**config.mk**
```make
export PLATFORM = sky130hd
export DESIGN_NAME = cic_deci
export DESIGN_NICKNAME = d
export VERILOG_FILES = /design/src/rtl/cic_pkg.sv /design/src/rtl/cic_comb.sv /design/src/rtl/cic_deci.sv
export SDC_FILE = /design/constraint.sdc
export NUM_CORES = 1
export LEC_CHECK = 0
export ABC_AREA = 1
export ABC_CLOCK_PERIOD_IN_PS = 18400
export BUFFER_PORTS_ARGS = -buffer_cell sky130_fd_sc_hd__buf_4
export CORE_ASPECT_RATIO = 0.75
export CORE_UTILIZATION = 59
export DETAILED_ROUTE_END_ITERATION = 12
export MAX_ROUTING_LAYER = met4
export PLACE_DENSITY = 0.76
export SKIP_LAST_GASP = 1
export SYNTH_ARGS = -nofsm -noshare
export SYNTH_HDL_FRONTEND = slang
export SYNTH_SLANG_ARGS = --single-unit
```
**constraint.sdc**
```tcl
create_clock -name clk -period 18.4 [get_ports clk]
set_input_delay 1.84 -clock clk [delete_from_list [all_inputs] [get_ports clk]]
set_output_delay 1.84 -clock clk [all_outputs]
set_load 0.01 [all_outputs]
```
**src/rtl/cic_pkg.sv**
```systemverilog
// Shared constants and helpers for the CIC decimator.
// Sets the input sample width, the stage-count limits and the accumulator width rule.
package cic_pkg;
    localparam int DIN_W      = 16;
    localparam int STAGES_MIN = 1;
    localparam int STAGES_MAX = 6;

    // Enough headroom for a gain of up to 2^(stages*clog2(rate)).
    function automatic int acc_width(input int rate, input int stages);
        return DIN_W + stages * $clog2(rate);
    endfunction
endpackage

```
**src/rtl/cic_comb.sv**
```systemverilog
// One CIC comb stage with a differential delay of 1 (at the decimated rate).
// The delay register loads only while en is high.
module cic_comb #(
    parameter int W = 16
) (
    input  logic         clk,
    input  logic         rst,
    input  logic         en,
    input  logic [W-1:0] x,
    output logic [W-1:0] y
);
    logic [W-1:0] prev;

    always_ff @(posedge clk) begin
        if (rst)     prev <= '0;
        else if (en) prev <= x;
    end

    assign y = x - prev;
endmodule

```
**src/rtl/cic_deci.sv**
```systemverilog
// CIC decimator: STAGES integrators at the input rate, STAGES combs at 1/RATE.
// The combs are combinational from the new integrator value, so dout lands one clk after the decimating cke.
module cic_deci
    import cic_pkg::*;
#(
    parameter int RATE   = 4,
    parameter int STAGES = 3,
    parameter int W_ACC  = acc_width(RATE, STAGES)
) (
    input  logic               clk,
    input  logic               rst,
    input  logic               cke,
    input  logic signed [15:0] din,
    output logic signed [15:0] dout,
    output logic               cke_out
);
    localparam int DIV_W = $clog2(RATE);

    logic [STAGES-1:0][W_ACC-1:0] integ, integ_nxt;
    logic [STAGES:0][W_ACC-1:0]   comb_x;
    logic [W_ACC-1:0]             din_ext;
    logic [DIV_W-1:0]             div;
    logic                         decim;
    logic [W_ACC-17:0]            unused_lsbs;

    assign din_ext = {{(W_ACC-DIN_W){din[15]}}, din};
    assign decim   = cke && (div == '0);

    // Unpipelined cascade; modular wrap is relied on and cancelled by the combs.
    always_comb begin
        integ_nxt    = integ;
        integ_nxt[0] = integ[0] + din_ext;
        for (int k = 1; k < STAGES; k++)
            integ_nxt[k] = integ[k] + integ_nxt[k-1];
    end

    assign comb_x[0] = integ_nxt[STAGES-1];

    for (genvar k = 0; k < STAGES; k++) begin : g_comb
        cic_comb #(.W(W_ACC)) u_comb (
            .clk (clk),
            .rst (rst),
            .en  (decim),
            .x   (comb_x[k]),
            .y   (comb_x[k+1])
        );
    end

    // Keeping the top 16 bits is the arithmetic shift right by W_ACC-16.
    assign unused_lsbs = comb_x[STAGES][W_ACC-17:0];

    always_ff @(posedge clk) begin
        if (rst) begin
            integ   <= '0;
            div     <= '0;
            dout    <= '0;
            cke_out <= 1'b0;
        end else begin
            cke_out <= decim;
            if (cke) begin
                integ <= integ_nxt;
                div   <= (div == '0) ? DIV_W'(RATE - 1) : div - DIV_W'(1);
            end
            if (decim)
                dout <= comb_x[STAGES][W_ACC-1 -: 16];
        end
    end
endmodule

```
### Word-level counts from Yosys, hierarchy flattened

Index checks and enable logic that the tools add are counted.

| word-level totals | value |
|---|---|
| register bits | 151 |
| memory bits (writable) | 0 |
| memories | 0 |
| bits in latches | 0 |
| ROM bits | 0 |

| operators by class | value |
|---|---|
| reductions and logical operators | 2 |
| order comparisons | 0 |
| divide/modulo/power cells | 0 |
| equal/unequal tests | 0 |
| bitwise gates (word level) | 0 |
| multiply operators | 0 |
| multiplexer cells | 1 |
| shifts and indexed selects | 0 |
| add/subtract/negate cells | 7 |

Operators with widths:

| operator | number |
|---|---|
| adder 22 bit | 3 |
| subtractor 22 bit | 3 |
| zero test 2 bit | 1 |
| two-way mux 2 bit | 1 |
| subtractor 2 x 1 -> 2 bit, second input constant | 1 |
| logical AND 1 bit | 1 |

### Longest topological paths before layout

| depth | value |
|---|---|
| depth after elaboration | 6 |
| gate-level depth with buffers | 53 |
| mapped depth without buffers | 53 |

### Modules after synthesis

A second synthesis with hierarchy kept.

| second synthesis, totals | value |
|---|---|
| cell total of the unflattened synthesis | 2100 |
| area, all modules | 13244.0 µm² |

By module, submodules not included:

| module | cells each | times used | area each (µm²) |
|---|---|---|---|
| cic_comb | 390 | 3 | 2293.4 |
| cic_deci | 930 | 1 | 6363.6 |

### Worst setup path before layout

OpenSTA, ideal clock, no wires.

| path | value |
|---|---|
| path type | input -> register |
| start point | input port din[0] |
| end point | register dout[15] |
| data required time | 18.291 ns |
| path slack | 9.535 ns |
| stages on the path | 49 |
| arrival time | 8.756 ns |
| cell sequence | ha_1 inv_1 fa_1 inv_1 a31oi_1 o21ai_0 xor2_1 inv_1 ha_1 nand2_1 o21ai_1 nor2_1 o21ai_0 xor2_1 ha_1 a21oi_1 inv_1 a31oi_1 (+13 left out) nand3_1 nand2_1 xor2_1 ha_1 nand2_1 nor2_1 inv_1 nor2_1 a2111oi_0 nand3_1 nand3_1 nand2_1 xor2_1 inv_1 nand2_1 nand3_1 nand2_1 inv_1 |

RTL lines:

| element | RTL line | RTL |
|---|---|---|
| start, declared | cic_deci.sv:13 | `input logic signed [15:0] din,` |
| end signal, assigned | cic_deci.sv:65 | `dout <= comb_x[STAGES][W_ACC-1 -: 16];` |
| end, declared | cic_deci.sv:14 | `output logic signed [15:0] dout,` |

==> results.toml <==
[status]
status = "finished clean"

[route]
avgRoutedWirePerCell_um = 14.07
drt_iter0_drc = 885
vias = 10430
antenna_left = 0
wirelength_um = 26950
dr.pass1.iters = 5
drt_drc_violations_left = 0
viasPerCell = 5.448

[layout]
nets = 1808
areaGrowthSynthToFinish_pct = 8.618
fillerInstances = 1641
drive_above_1_share_pct = 6.894
final_cell_mix = "292 x inv_1, 191 x nand2_1, 188 x a21oi_1, 171 x nor2_1, 159 x o21ai_0"
num_antenna_cells = 0
final_common_cell = "inv_1"
regArea_sq_um = 3023
multi_input_area_sq_um = 7106
final_util_pct = 66.29

[logic_synthesis]
synthDistinctLibCells = 50
synthesis.nets = 1797
ys_seq_area_share_pct = 26.46
netlist_area_sq_um = 11430
synth_edf_count = 0
avgSynthCellArea_sq_um = 6.946
syn_inst = 1645
ys_ff_latch = 151
synth_warnings = 0
synth_top_flop_cell = "dfxtp_1"
async_reset_ff_share_pct = 0

[global_routing]
antenna_found_initial = 1
grtUsageTotal_pct = 28.03
grt_max_degree = 116
grt.overflow.total = 0
grt_pass1_wl_um = 43740
grt_pass1_vias = 9179

[die]
rows = 43
io_pins = 36
die_height_um = 122.5
fp.coreArea_sq_um = 18720
die_area_sq_um = 19930
die_x_um = 162.7
start_util_pct = 61.03

[timing]
hold_slack_ps = 458.4
fin_tns_setup_ps = 0
finalHoldViolations = 0
slew_headroom_pct = 23.81
finalSetupViolCount = 0
period_needed_ps = 10250
drv_slew = 0
fin_worst_skew_ps = 10.72
rsz0062_at_grt = "no"
max_slew.worst_pin.slew_ps = 1143
fin_crit_sh_pct = 55.70
max_freq_mhz = 97.58

[critical_path]
cp.arrival_ps = 10570
slowest_delay_ps = 480
rrSetupSlack_ps = 9310
end_kind = "flop"
required_ps = 18720
worst_path_most_repeated_cell = "nand2_1"
cp_max_fo = 6
worst_path_max_delay_cell = "a2111oi_0"
critical_path_class = "input pin to flop"
startpoint_type = "input pin"

[place]
dp_hpwl_um = 19450
gp_congestion = 0.9044
portBuffers = 35

[clocking]
cts_resized = 0
htreeDepth = 4
insertion_delay_ps = 430
cts_sinks = 151
cts_buffers = 17
cts-root-buf = "clkbuf_16"
cts_hold_buf = 0
clkTransAtPathRegs_ps = 60
clock_path_buffers = 2
post_cts_buffers = 0
cts_tree = "built"

[flow_run]
drv_cap = 0

[worst_hold_path]
hp-class = "flop to flop"
## registers in the layout, summed over array words and instances (netlist names)
| register | cells |
|---|---|
| integ | 66 |
| dout | 16 |
| div | 2 |
| cke_out | 1 |
| g_comb.u_comb.prev | 66 |
## synthesized netlist by cell type, types with 5 or more instances
library cell | instances | area [sq um]
inv_1 | 292 | 1096
nand2_1 | 192 | 720.7
a21oi_1 | 188 | 940.9
nor2_1 | 171 | 641.9
o21ai_0 | 159 | 795.8
dfxtp_1 | 151 | 3023
ha_1 | 128 | 1602
xor2_1 | 67 | 586.8
nand3_1 | 60 | 300.3
clkbuf_1 | 44 | 165.2
xnor2_1 | 41 | 359.1
o211ai_1 | 17 | 127.6
o21ai_1 | 14 | 70.07
a31oi_1 | 12 | 75.07
nand3_2 | 11 | 110.1
nand4_1 | 10 | 62.56
o21ai_2 | 10 | 87.58
o21bai_1 | 10 | 75.07
nand2_2 | 9 | 56.30
nor4_1 | 7 | 43.79
a211oi_1 | 6 | 45.04
nor3_1 | 6 | 30.03
fa_1 | 5 | 100.1
## critical path: cells and delay by family
family	cells	cell delay, ps
AOI/OAI and AO/OA	11	2750
adders and majority gates	7	2320
and+or+nand+nor	18	1920
xor gates and xnor gates	6	1250
buffers and inverters	8	490
## layer usage
| layer | share of wire (%) | up-vias | GRT usage (%) |
|---|---|---|---|
| li1 | - | 5424 | - |
| met5 | 0 | - | - |
| met3 | 6.1 | 24 | 4.393 |
| met1 | 52 | 4692 | 40.42 |
| met2 | 41 | 292 | 40.80 |
| met4 | 0.90 | 0 | 6.250 |
## worst paths after layout
kind / from / to / cells after the start
max: din[0] / dout[15] / 50
max reg2reg: integ[0] / dout[15] / 49
min: g_comb[2].u_comb.prev[1] / g_comb[2].u_comb.prev[1] / 2
min reg2reg: g_comb[2].u_comb.prev[1] / g_comb[2].u_comb.prev[1] / 2
## stage by stage
step	instances	cell area (sq um)	setup slack, ps
finish	1915	12410	8152
global route	1915	12410	7342
CTS	1915	12410	8342
detailed placement	1884	11840	7983
global placement	1884	11840	8306
floorplan	1645	11430	9535
## layout make-up
type	instances	area share (%)
multi-input combinational	1153	57.25
tap	247	2.490
clock inverter	11	1.018
inverter	293	8.862
clock buffer	20	3.599
timing repair buffer	40	2.420
sequential	151	24.36
## cell families after synthesis
| logic type | after synthesis | share of synthesized area, % |
|---|---|---|
| buf+inv | 341 | 11.38 |
| flops | 151 | 26.46 |
| fa+ha+maj | 133 | 14.89 |
| xor+xnor | 108 | 8.279 |
| simple gates | 478 | 18.09 |
| compound gates | 434 | 20.90 |
Power is left out: the tool's default activity adds up to more than one toggle a clock period on the data nets, which glitch-free logic cannot reach.
